<file path="src/rtl/count_monitor.sv">
// count_monitor
// Observer for a counter's parallel output. Each accepted sample reseeds a
// +1/-1 prediction. A run of consistent samples locks the monitor. Once
// locked, every discontinuity is pulsed, counted (saturating) and captured.
module count_monitor #(
    parameter int WIDTH    = 8,
    parameter int LOCK_CNT = 4,
    parameter int ERR_W    = 8
) (
    input  logic             clk,
    input  logic             rst,
    input  logic             sample_valid,
    input  logic [WIDTH-1:0] count_in,
    input  logic             dir_up,
    input  logic             clear_err,
    output logic             locked,
    output logic             err_pulse,
    output logic [ERR_W-1:0] err_count,
    output logic [WIDTH-1:0] last_bad,
    output logic [1:0]       state
);

    typedef enum logic [1:0] {
        ST_IDLE    = 2'd0,
        ST_ACQUIRE = 2'd1,
        ST_LOCKED  = 2'd2,
        ST_UNUSED  = 2'd3
    } state_e;

    state_e           state_r;
    state_e           state_nx_s;
    logic [WIDTH-1:0] expected_r;
    logic [WIDTH-1:0] expected_nx_s;
    logic [3:0]       match_cnt_r;
    logic [3:0]       match_cnt_nx_s;
    logic [3:0]       match_inc_s;
    logic             match_s;
    logic             err_hit_s;
    logic             locked_r;
    logic             err_pulse_r;
    logic [ERR_W-1:0] err_count_r;
    logic [ERR_W-1:0] err_count_nx_s;
    logic [WIDTH-1:0] last_bad_r;
    logic [WIDTH-1:0] last_bad_nx_s;

    // Next expected value: one step in the sampled direction, wrapping modulo 2^WIDTH.
    function automatic logic [WIDTH-1:0] predict_next(input logic [WIDTH-1:0] value,
                                                      input logic             up);
        logic [WIDTH-1:0] result;
        if (up) begin
            result = value + WIDTH'(1);
        end else begin
            result = value - WIDTH'(1);
        end
        return result;
    endfunction

    // Saturating increment so a long fault storm never wraps the counter back to zero.
    function automatic logic [ERR_W-1:0] sat_inc(input logic [ERR_W-1:0] value);
        logic [ERR_W-1:0] result;
        if (value == {ERR_W{1'b1}}) begin
            result = value;
        end else begin
            result = value + ERR_W'(1);
        end
        return result;
    endfunction

    assign match_s     = (count_in == expected_r);
    assign match_inc_s = match_cnt_r + 4'd1;

    // Next-state, prediction and run-length logic; invalid cycles leave everything unchanged.
    always_comb begin
        state_nx_s     = state_r;
        expected_nx_s  = expected_r;
        match_cnt_nx_s = match_cnt_r;
        err_hit_s      = 1'b0;
        case (state_r)
            ST_IDLE: begin
                if (sample_valid) begin
                    expected_nx_s  = predict_next(count_in, dir_up);
                    match_cnt_nx_s = 4'd1;
                    state_nx_s     = ST_ACQUIRE;
                end else begin
                    state_nx_s     = ST_IDLE;
                end
            end
            ST_ACQUIRE: begin
                if (sample_valid) begin
                    expected_nx_s = predict_next(count_in, dir_up);
                    if (match_s) begin
                        match_cnt_nx_s = match_inc_s;
                        if (match_inc_s >= 4'(LOCK_CNT)) begin
                            state_nx_s = ST_LOCKED;
                        end else begin
                            state_nx_s = ST_ACQUIRE;
                        end
                    end else begin
                        // A mismatch while acquiring restarts the run with this sample as seed.
                        match_cnt_nx_s = 4'd1;
                        state_nx_s     = ST_ACQUIRE;
                    end
                end else begin
                    state_nx_s = ST_ACQUIRE;
                end
            end
            ST_LOCKED: begin
                if (sample_valid) begin
                    expected_nx_s = predict_next(count_in, dir_up);
                    if (match_s) begin
                        state_nx_s = ST_LOCKED;
                    end else begin
                        err_hit_s      = 1'b1;
                        match_cnt_nx_s = 4'd1;
                        state_nx_s     = ST_ACQUIRE;
                    end
                end else begin
                    state_nx_s = ST_LOCKED;
                end
            end
            default: begin
                // Encoding 3 is never entered legitimately; recover to IDLE.
                state_nx_s = ST_IDLE;
            end
        endcase
    end

    // Error bookkeeping: clear_err overrides a coincident increment/capture.
    always_comb begin
        err_count_nx_s = err_count_r;
        last_bad_nx_s  = last_bad_r;
        if (clear_err) begin
            err_count_nx_s = {ERR_W{1'b0}};
            last_bad_nx_s  = {WIDTH{1'b0}};
        end else if (err_hit_s) begin
            err_count_nx_s = sat_inc(err_count_r);
            last_bad_nx_s  = count_in;
        end else begin
            err_count_nx_s = err_count_r;
            last_bad_nx_s  = last_bad_r;
        end
    end

    // State, prediction and output registers with synchronous reset.
    always_ff @(posedge clk) begin
        if (rst) begin
            state_r     <= ST_IDLE;
            expected_r  <= {WIDTH{1'b0}};
            match_cnt_r <= 4'd0;
            locked_r    <= 1'b0;
            err_pulse_r <= 1'b0;
            err_count_r <= {ERR_W{1'b0}};
            last_bad_r  <= {WIDTH{1'b0}};
        end else begin
            state_r     <= state_nx_s;
            expected_r  <= expected_nx_s;
            match_cnt_r <= match_cnt_nx_s;
            locked_r    <= (state_nx_s == ST_LOCKED);
            err_pulse_r <= err_hit_s;
            err_count_r <= err_count_nx_s;
            last_bad_r  <= last_bad_nx_s;
        end
    end

    assign state     = state_r;
    assign locked    = locked_r;
    assign err_pulse = err_pulse_r;
    assign err_count = err_count_r;
    assign last_bad  = last_bad_r;

endmodule

</file>
<file path="config.mk">
export PLATFORM = sky130hd
export DESIGN_NAME = count_monitor
export DESIGN_NICKNAME = d
export VERILOG_FILES = /design/src/rtl/count_monitor.sv
export SDC_FILE = /design/constraint.sdc
export NUM_CORES = 1
export LEC_CHECK = 0
export ABC_CLOCK_PERIOD_IN_PS = 4300
export CAP_MARGIN = 5
export CORE_MARGIN = 3
export CORE_UTILIZATION = 56
export DETAILED_ROUTE_END_ITERATION = 10
export PLACE_DENSITY = 0.85
export SKIP_LAST_GASP = 1
export SYNTH_ARGS = -nofsm -noshare
export SYNTH_HDL_FRONTEND = slang
export SYNTH_SLANG_ARGS = --single-unit
</file>
<file path="constraint.sdc">
create_clock -name clk -period 4.3 [get_ports clk]
set_input_delay 0.645 -clock clk [delete_from_list [all_inputs] [get_ports clk]]
set_output_delay 0.645 -clock clk [all_outputs]
set_load 0.005 [all_outputs]
</file>
==> metrics.md, run 1 <==
| Metric | Value |
|---|---|
| DIE HEIGHT | `~63 µm` |
| Largest net degree at the start of global routing | `24` |
| Post-synthesis average cell area | `around 8 µm²` |
| WP data arrival | `approximately 2.8 ns` |
| CP Max Fanout | `7` |
| Top Usage Layer GRT | `met2` |
| Worst Hold Class | `flop to flop` |
| Critical Path RT | `4.58 ns` |
| Tot GR Track Use | `approximately 23%` |
| Post-synth EDFFs | `0` |
| Post-Route Skew | `0.00761 ns` |
| GP Congestion | `just under 0.8` |
| Final core utilization | `75.8%` |
| Number of DRC markers in iteration 0 | `179` |
| Syn. warnings | `0` |
| Total grt overflow | `0` |
| Nets | `~270` |
| Final period util | `about three fifths` |
| Top post-synthesis cells by area | `dfxtp_1 (36%), nand2_1 (6.5%), ha_1 (5.6%), o21ai_0 (5.0%), xnor2_1 (4.9%)` |
| Share of layout cells above drive strength 1 | `3.97%` |
| DIE WIDTH | `between 60 and 70 µm` |
| Resized Gates After CTS | `0` |
| Initial Util | `62.0%` |
| Synth Flop Type | `dfxtp_1` |
| Register-to-register setup slack | `2.39 ns` |
| Clock-pin slew on the worst setup and hold paths | `roughly 0.10 ns` |
| Antenna Diode Count | `0` |
| Worst slew pin tran | `about 0.79 ns` |
| CP Launch Type | `input pin` |
| Hold Path Origin | `last_bad[1]` |
| Clock Latency Late Sink | `0.34 ns` |
| Clock sinks | `32` |
| IO buf count | `32` |
| DR WL/cell | `around 14 µm` |
| Crit. End Element | `flop` |
| P_leak | `0.787 nW` |
| Endpoints failing setup | `0` |
| Post-synth cell types | `46` |
| #FFs+latches synth | `32` |
| Post-DP HPWL | `3060 µm` |
| Max Cap Viol | `0` |
| Worst-case reg-to-reg path depth | `5` |
| Hold_buf cts | `0` |
| Net Count, Synth | `around 240` |
| Initial antenna violation count | `0` |
| Number of buffers created by CTS | `5` |
| Status | `complete, no violations` |
| Met3 Resource Use GR | `under 10%` |
| Async set-reset flop share out of synthesis | `0%` |
| Hold endpoint | `last_bad[1]` |
| Via density | `5.87` |
| Final WL | `around 4200 µm` |
| Final setup TNS | `0 ns` |
| Synth area leader | `dfxtp_1` |
| Top-area cell type share of the netlist area | `35.6%` |
| Row cnt | `19` |
| CTS max path bufs | `2` |
| Hold path depth | `2` |
| Maximum level of the CTS H-tree | `2` |
| Clock root buffer | `clkbuf_4` |
| RSZ-0062 raised after global routing | `no` |
| Area Growth Syn to Fin | `22.3%` |
| Total number of vias | `1725` |
| Hold Fails Final Rpt | `0` |
| Reg2Reg Capture Point | `err_count[7]` |
| First-pass GRT wire length | `a little over 7000 µm` |
| Filler cells | `roughly 240` |
| CP Class | `input pin to flop` |
| Io pins | `33` |
| Tmin final | `around 2.6 ns` |
| CTS tree | `yes` |
| Worst r2r src | `state[0]` |
| # DRC | `0` |
| Pwr dens | `271 mW/mm²` |
| Pre-antenna DRT Iters | `4` |
| Max IR drop VDD | `~0.18 mV` |
| GR Util met2 | `36.9%` |
| Relative slew margins | `around 47%` |
| Die area | `between 0.003 and 0.004 mm²` |
| Core Region | `between 0.002 and 0.003 mm²` |
| Max Freq | `391 MHz` |
| Postcts setup bufs | `0` |
| Gate Count Post-Synth | `221` |
| Slew Limit Fails | `0` |
| Register area share after synthesis | `35.6%` |
| DRT antenna net count | `0` |
| Cell area after synthesis | `0.00180 mm²` |
| Vias in the first global route | `1556` |
| Grt met1 use | `27.4%` |
[Yosys cell counts (3+ instances only)]
cell,number
xor2_1,3
dfxtp_1,32
nor2_1,12
xnor2_1,10
mux2i_1,3
clkbuf_1,7
nor3_1,7
nor4b_1,4
nor2b_1,3
a211oi_1,4
inv_1,5
nand3_1,15
or3_1,6
ha_1,8
o22ai_1,3
a21oi_1,12
o21ai_0,18
nand2_1,31
a41o_1,3
a31oi_1,3
[cells in the final DEF, fill, tap and decap left out, types with 2 or more instances in the layout]
cell / count
mux2i_1: 3
or3_1: 6
o31ai_1: 2
a211oi_1: 4
xor2_1: 3
nor3_1: 7
clkbuf_4: 5
o21ai_0: 18
clkbuf_1: 2
a41o_1: 3
nand4_1: 2
dfxtp_1: 32
a21oi_1: 12
nor2_1: 12
a31oi_1: 3
a2111oi_0: 2
clkdlybuf4s50_1: 32
xnor2_1: 10
inv_1: 5
nand2_1: 31
nor4b_1: 4
o21a_1: 2
nand3_1: 15
o22ai_1: 3
ha_1: 8
nor2b_1: 3
a21o_1: 2
[worst max-delay path by stage]
| stage | startpoint | endpoint | slack [ns] | cells after the start |
|---|---|---|---|---|
| floorplan | sample_valid | err_count[3] | 2.34 | 6 |
| global placement | count_in[0] | err_count[7] | 1.56 | 6 |
| detailed placement | sample_valid | err_count[7] | 1.51 | 6 |
| CTS | dir_up | expected_r[6] | 1.81 | 8 |
| global route | dir_up | expected_r[6] | 1.71 | 8 |
| finish | dir_up | expected_r[6] | 1.74 | 8 |
[report_power, final]
| group | total (mW) | switching [mW] | internal (mW) |
|---|---|---|---|
| clock | 0.184 | 0.103 | 0.0806 |
| sequential | 0.313 | 0.00790 | 0.305 |
| combinational | 0.0995 | 0.0545 | 0.0450 |
| total | 0.596 | 0.165 | 0.431 |
[cell type report]
type / count / area (µm²) / area share [%]
clock buffer: 8 / 58.8 / 2.68
multi-input combinational: 174 / 1100 / 50.0
sequential: 32 / 641 / 29.1
inverter: 5 / 18.8 / 0.854
timing repair buffer: 33 / 328 / 14.9
tap: 42 / 52.6 / 2.39
[sequential cells by signal (all words and copies together) (netlist names)]
register     count
match_cnt_r      4
err_pulse        1
state            2
expected_r       8
err_count        8
last_bad         8
locked           1
[kinds of logic after synthesis]
| family | count (synthesis) | share of synthesized area, % |
|---|---|---|
| AOI/OAI and AO/OA | 59 | 21.1 |
| xor gates and xnor gates | 13 | 6.33 |
| adders and majority gates | 9 | 6.68 |
| buffers and inverters | 15 | 3.20 |
| DFF | 32 | 35.6 |
| muxes | 3 | 1.67 |
| and+or+nand+nor | 90 | 25.4 |
[worst max-delay path, stage by stage]
cell	delay (ns)
clkdlybuf4s50_1	0.50
inv_1	0.16
fa_1	0.44
a21oi_1	0.18
o21ai_0	0.15
a2111oi_0	0.56
a31oi_1	0.12
nand2_1	0.08
[per-stage QoR]
stage / cell area [µm²] / instances / setup slack, ns / power [mW] / hold slack [ns]
after global routing: 2200 / 294 / 1.71 / 0.628 / 0.508
after detailed placement: 2140 / 286 / 1.51 / 0.417 / 0.469
after floorplan: 1800 / 221 / 2.34 / 0.385 / 0.444
final: 2200 / 294 / 1.74 / 0.596 / 0.476
after CTS: 2200 / 294 / 1.81 / 0.598 / 0.480
after global placement: 2140 / 286 / 1.56 / 0.414 / 0.454
[routing by layer]
metal / up-vias / wire (µm)
li1: 874 / -
met4: 0 / 79
met5: - / 0
met1: 799 / 1940
met3: 6 / 213
met2: 46 / 1980
(Power assumes the default switching activity.)
==> run 2: changes to the inputs <==
--- a/config.mk
+++ b/config.mk
@@ -5,12 +5,12 @@
 export SDC_FILE = /design/constraint.sdc
 export NUM_CORES = 1
 export LEC_CHECK = 0
-export ABC_CLOCK_PERIOD_IN_PS = 4300
+export ABC_CLOCK_PERIOD_IN_PS = 2300
 export CAP_MARGIN = 5
 export CORE_MARGIN = 3
-export CORE_UTILIZATION = 56
+export CORE_UTILIZATION = 47
 export DETAILED_ROUTE_END_ITERATION = 10
-export PLACE_DENSITY = 0.85
+export PLACE_DENSITY = 0.76
 export SKIP_LAST_GASP = 1
 export SYNTH_ARGS = -nofsm -noshare
 export SYNTH_HDL_FRONTEND = slang
==> constraint.sdc (replaced) <==
create_clock -name clk -period 2.3 [get_ports clk]
set_input_delay 0.345 -clock clk [delete_from_list [all_inputs] [get_ports clk]]
set_output_delay 0.345 -clock clk [all_outputs]
set_load 0.005 [all_outputs]
==> run 2 against run 1 <==
Die area increased by 17%. Cell count is 5.8% higher. Critical endpoint is now expected_r[5]. Utilization decreased by 8.7 points. Combinational power is 100% higher.
==> metrics.md, run 2 (synthesis results as in run 1) <==
| Metric | Value |
|---|---|
| Final setup TNS | `0 ns (unchanged)` |
| Worst Hold Class | `flop to flop` |
| Initial Util | `51.5% (-11 points)` |
| RSZ-0062 raised after global routing | `no` |
| Io pins | `33 (unchanged)` |
| Share of layout cells above drive strength 1 | `8.68% (+4.7 points)` |
| Worst slew pin tran | `0.596 ns (-0.194 ns)` |
| Pre-antenna DRT Iters | `4 (unchanged)` |
| Setup crit start | `dir_up` |
| IO buf count | `32 (unchanged)` |
| Maximum level of the CTS H-tree | `2 (unchanged)` |
| Row cnt | `21 (+2)` |
| Crit-path max cell delay | `0.49 ns (-0.07 ns)` |
| Non-filler cells, final | `311 (+5.8%)` |
| Slew Limit Fails | `0 (unchanged)` |
| WP data arrival | `2.21 ns (-0.63 ns)` |
| DIE HEIGHT | `67.9 µm (+8.3%)` |
| Post-Route Skew | `0.00418 ns (-0.00343 ns)` |
| CP Class | `input pin to flop` |
| Via density | `5.68 (-3.2%)` |
| GP Congestion | `0.864 (+9.1%)` |
| Pwr dens | `524 mW/mm² (+93%)` |
| Total number of vias | `1767 (+2.4%)` |
| Tot GR Track Use | `21.6% (-1.0 points)` |
| P_leak | `0.869 nW (+10%)` |
| DP Area | `0.00225 mm² (+5.4%)` |
| Number of buffers created by CTS | `5 (unchanged)` |
| Final period util | `88.7%` |
| Critical Path RT | `2.47 ns (-2.11 ns)` |
| Largest net degree at the start of global routing | `22 (-8.3%)` |
| Total grt overflow | `0 (unchanged)` |
| Area Growth Syn to Fin | `30.4%` |
| CP max-delay cell | `clkdlybuf4s50_1` |
| Final WL | `4460 µm (+5.9%)` |
| CP Launch Type | `input pin` |
| Postcts setup bufs | `0 (unchanged)` |
| Max Cap Viol | `0 (unchanged)` |
| DRT antenna net count | `0 (unchanged)` |
| Endpoints failing setup | `0 (unchanged)` |
| Vias in the first global route | `1584 (+1.8%)` |
| DIE WIDTH | `67.9 µm (+8.3%)` |
| Initial antenna violation count | `0 (unchanged)` |
| Critical path's top delay family | `buffers and inverters` |
| Relative slew margins | `59.9% (+13 points)` |
| CTS tree | `yes` |
| Hold Fails Final Rpt | `0 (unchanged)` |
| Resized Gates After CTS | `0 (unchanged)` |
| Max Freq | `about 490 MHz` |
| Worst setup margin | `0.261 ns (-1.48 ns)` |
| Crit. End Element | `flop` |
| Clock root buffer | `clkbuf_8` |
| CTS max path bufs | `2 (unchanged)` |
| Most frequent cells in the layout | `dfxtp_1 (32), clkdlybuf4s50_1 (32), nand2_1 (31), o21ai_0 (18), nand3_1 (15)` |
| Number of DRC markers in iteration 0 | `104 (-42%)` |
| Die area | `0.00460 mm² (+17%)` |
| Buf/Inv on CP | `2 (unchanged)` |
| Pre-CTS WS | `-0.0301 ns (-1.54 ns)` |
| Final core utilization | `67.1% (-8.7 points)` |
| Core Region | `0.00349 mm² (+20%)` |
| Worst r2r src | `err_count[0]` |
| First-pass GRT wire length | `7370 µm (+4.0%)` |
| Clock Latency Late Sink | `0.28 ns (-0.06 ns)` |
| Max IR drop VDD | `0.252 mV (+43%)` |
| Tot Pwr | `1.23 mW (+110%)` |
| Cells after DPL | `303 (+5.9%)` |
| Tmin final | `2.04 ns` |
| Min Hold Slack | `0.472 ns (-0.00449 ns)` |
| DR WL/cell | `14.3 µm (+0.10%)` |
| Antenna Diode Count | `0 (unchanged)` |
| CP Max Fanout | `7 (unchanged)` |
| Clock sinks | `32 (unchanged)` |
| Hold Path Origin | `expected_r[4]` |
| Post-route design area | `0.00234 mm² (+6.7%)` |
| # DRC | `0 (unchanged)` |
| Nets | `286 (+4.8%)` |
| Hold_buf cts | `0 (unchanged)` |
| CP cell instances | `clkdlybuf4s50_1 -> inv_1 -> ha_1 -> a211oi_1 -> nor2_1 -> o21ai_0 -> mux2i_1 -> nand2_1` |
| Clock-pin slew on the worst setup and hold paths | `0.06 ns (-0.04 ns)` |
| Post-DP HPWL | `3420 µm (+12%)` |
| Status | `complete, no violations` |
## run 2: changes by cell type in the layout (fill, tap and decap cells not counted), sizes merged
| cell | previous run | this run |
|---|---|---|
| buf | 1 | 14 |
## run 2: final timing paths
path | slack, ns | to | depth (start not counted)
setup / recovery | 0.26 | expected_r[5] | 8
hold / removal | 0.47 | expected_r[4] | 2
setup reg to reg | 0.53 | err_count[5] | 6
hold reg to reg | 0.47 | expected_r[4] | 2
## run 2: worst register-to-register path, cell delays in order (launching register included)
cell,delay (ns)
dfxtp_1,0.39
ha_1,0.23
nand2_1,0.11
nor3_1,0.53
or3_1,0.23
nor3_1,0.07
mux2i_1,0.11
## run 2: per-layer routing
layer	global-route usage, %	routed length [µm]	vias to the layer above
li1	-	-	893
met5	0	0	-
met1	28.8	2080	832
met3	5.09	177	5
met4	9.43	76	0
met2	33.2	2130	37
## run 2: area by class of cell
| type | count | area (µm²) |
|---|---|---|
| multi-input cells | 174 | 1100 |
| well taps | 46 | 57.6 |
| flip-flops and latches | 32 | 641 |
| clock buffers | 8 | 90.1 |
| repair buffers | 46 | 438 |
| inverters | 5 | 18.8 |
| fillers | 315 | 1150 |
## run 2: where the power goes
| group | internal, mW | leakage (nW) | switching (mW) | total (mW) |
|---|---|---|---|---|
| combinational | 0.0942 | 0.564 | 0.104 | 0.199 |
| clock | 0.244 | 0.0455 | 0.201 | 0.444 |
| sequential | 0.571 | 0.260 | 0.0147 | 0.585 |
==> run 3: changes to the inputs <==
--- a/config.mk
+++ b/config.mk
@@ -7,8 +7,10 @@
 export LEC_CHECK = 0
 export ABC_CLOCK_PERIOD_IN_PS = 2300
 export CAP_MARGIN = 5
+export CORE_ASPECT_RATIO = 0.6
 export CORE_MARGIN = 3
 export CORE_UTILIZATION = 47
+export CTS_CLUSTER_DIAMETER = 40
 export DETAILED_ROUTE_END_ITERATION = 10
 export PLACE_DENSITY = 0.76
 export SKIP_LAST_GASP = 1
==> run 3 against run 2 <==
Clock power is 19% higher. Global-route usage is 0.15 points lower. Cell count is 1.3% higher. Highest routed layer unchanged. Combinational power hardly changed. Via count is 0.68% higher. Utilization is 1.8 points higher. Clock skew is 0.0029 ns higher. Critical endpoint is now expected_r[6]. First-iteration DRC count is 27% higher. Die area is 0.53% higher. Sequential cell count stayed put.
==> metrics.md, run 3 (synthesis results as in run 1) <==
| Metric | Value |
|---|---|
| Worst Hold Class | `flop to flop` |
| DIE WIDTH | `85.9 µm (+27%)` |
| Share of layout cells above drive strength 1 | `10.7% (+2.1 points)` |
| # DRC | `0 (unchanged)` |
| Clock root buffer | `clkbuf_8` |
| Postcts setup bufs | `0 (unchanged)` |
| Psw | `0.325 mW (+1.7%)` |
| Min Hold Slack | `0.466 ns (-0.00552 ns)` |
| Worst r2r src | `err_count[0]` |
| CTS max path bufs | `2 (unchanged)` |
| Hold_buf cts | `0 (unchanged)` |
| Cells after DPL | `307 (+1.3%)` |
| Non-filler cells, final | `315 (+1.3%)` |
| Hold Fails Final Rpt | `0 (unchanged)` |
| CTS tree | `yes` |
| Crit. End Element | `flop` |
| DR WL/cell | `14.3 µm (-0.56%)` |
| Most frequent cells in the layout | `dfxtp_1 (32), clkdlybuf4s50_1 (32), nand2_1 (31), buf_4 (19), o21ai_0 (18)` |
| Row cnt | `16 (-24%)` |
| Core Region | `0.00346 mm² (-0.90%)` |
| Nets | `291 (+1.7%)` |
| Net Sw Frac | `24.8% (-1.3 points)` |
| CP Max Fanout | `7 (unchanged)` |
| Area Growth Syn to Fin | `32.8%` |
| Seq pwr share | `44.5% (-3.2 points)` |
| Die area | `0.00463 mm² (+0.53%)` |
| Clock power frac | `40.2% (+4.0 points)` |
| Tmin final | `2.10 ns (+0.0618 ns)` |
| Max Freq | `476 MHz (-2.9%)` |
| Max IR drop VDD | `0.425 mV (+69%)` |
| Total grt overflow | `0 (unchanged)` |
| Final setup TNS | `0 ns (unchanged)` |
| Status | `complete, no violations` |
| Via density | `5.65 (-0.60%)` |
| Maximum level of the CTS H-tree | `2 (unchanged)` |
| Number of DRC markers in iteration 0 | `132 (+27%)` |
| Relative slew margins | `70.5% (+11 points)` |
| Critical Path RT | `2.53 ns (+0.06 ns)` |
| Pwr dens | `550 mW/mm² (+5.0%)` |
| Pre-antenna DRT Iters | `4 (unchanged)` |
| Antenna Diode Count | `0 (unchanged)` |
| IO buf count | `32 (unchanged)` |
| WP data arrival | `2.33 ns (+0.12 ns)` |
| Initial antenna violation count | `0 (unchanged)` |
| Post-DP HPWL | `3460 µm (+1.2%)` |
| Tot GR Track Use | `21.4% (-0.15 points)` |
| Number of buffers created by CTS | `5 (unchanged)` |
| Clock-pin slew on the worst setup and hold paths | `0.07 ns (about the same)` |
| Total number of vias | `1779 (+0.68%)` |
| RSZ-0062 raised after global routing | `no` |
| Max Cap Viol | `0 (unchanged)` |
| Initial Util | `51.9% (+0.46 points)` |
| Clock Latency Late Sink | `0.28 ns (about the same)` |
| GP Congestion | `0.829 (-4.0%)` |
| DRT antenna net count | `0 (unchanged)` |
| Internal | `0.988 mW (+8.7%)` |
| Multi-input logic area | `0.00110 mm² (+0.11%)` |
| Reg area | `641 µm² (unchanged)` |
| Final period util | `91.3% (+2.7 points)` |
| Largest net degree at the start of global routing | `20 (-9.1%)` |
| Post-Route Skew | `0.00705 ns (+0.00287 ns)` |
| CP Launch Type | `input pin` |
| Io pins | `33 (unchanged)` |
| DIE HEIGHT | `53.9 µm (-21%)` |
| Worst slew pin tran | `0.442 ns (-0.154 ns)` |
| Setup crit start | `dir_up` |
| Final WL | `4490 µm (+0.72%)` |
| Vias in the first global route | `1625 (+2.6%)` |
| CP Class | `input pin to flop` |
| Clock sinks | `32 (unchanged)` |
| Endpoints failing setup | `0 (unchanged)` |
| First-pass GRT wire length | `7620 µm (+3.4%)` |
| Filler cells | `304 (-3.5%)` |
| Logic pwr share | `15.4% (-0.8 points)` |
| P_leak | `0.895 nW (+3.0%)` |
| Slew Limit Fails | `0 (unchanged)` |
| Hold Path Origin | `expected_r[4]` |
## run 3: through the flow
| step | setup WS, ns | power [mW] | instance area [µm²] | utilization [%] |
|---|---|---|---|---|
| floorplan | 0.639 | 0.720 | 1800 | - |
| global route | 0.0190 | 1.37 | 2390 | 68.9 |
| global placement | 0.0289 | 0.793 | 2280 | 65.8 |
| detailed placement | -0.0447 | 0.794 | 2280 | 65.8 |
| finish | 0.199 | 1.31 | 2390 | 68.9 |
| CTS | 0.220 | 1.32 | 2390 | 68.9 |
## run 3: layout make-up
cell class / count / share of cell area [%]
Multi-Input combinational cell: 174 / 46.1
Sequential cell: 32 / 26.8
Timing Repair Buffer: 51 / 19.4
Clock buffer: 6 / 3.04
Tap cell: 45 / 2.36
Clock inverter: 2 / 1.47
Inverter: 5 / 0.786
## run 3: power by group through the flow
stage / combinational [mW] / clock, mW / sequential [mW]
2_1_floorplan: 0.127 / 0 / 0.592
3_3_place_gp: 0.197 / 0 / 0.596
3_5_place_dp: 0.197 / 0 / 0.596
4_1_cts: 0.200 / 0.536 / 0.584
5_1_grt: 0.224 / 0.558 / 0.586
6_report: 0.202 / 0.527 / 0.584
## run 3: critical path: stages
cell and delay [ns]:
clkdlybuf4s50_1 0.50, inv_1 0.15, fa_1 0.43, a21oi_1 0.22
o21ai_0 0.15, a2111oi_1 0.38, a31oi_1 0.08, nand2_1 0.08
## run 3: worst paths after layout
path,endpoint,slack [ns],cells after the start
max,expected_r[6],0.20,8
min reg2reg,expected_r[4],0.47,2
max reg2reg,err_count[3],0.48,7
min,expected_r[4],0.47,2
## run 3: per-layer routing
metal,routed length [µm],track usage [%]
met5,0,0
met4,29,6.05
met3,275,6.57
met2,1780,30.0
met1,2400,31.4
## run 3: timing repair
action                                  in CTS  in global routing
gates resized for setup                      0                  1
endpoints found under the setup margin       0                  1
endpoints found under the hold margin        0                  0
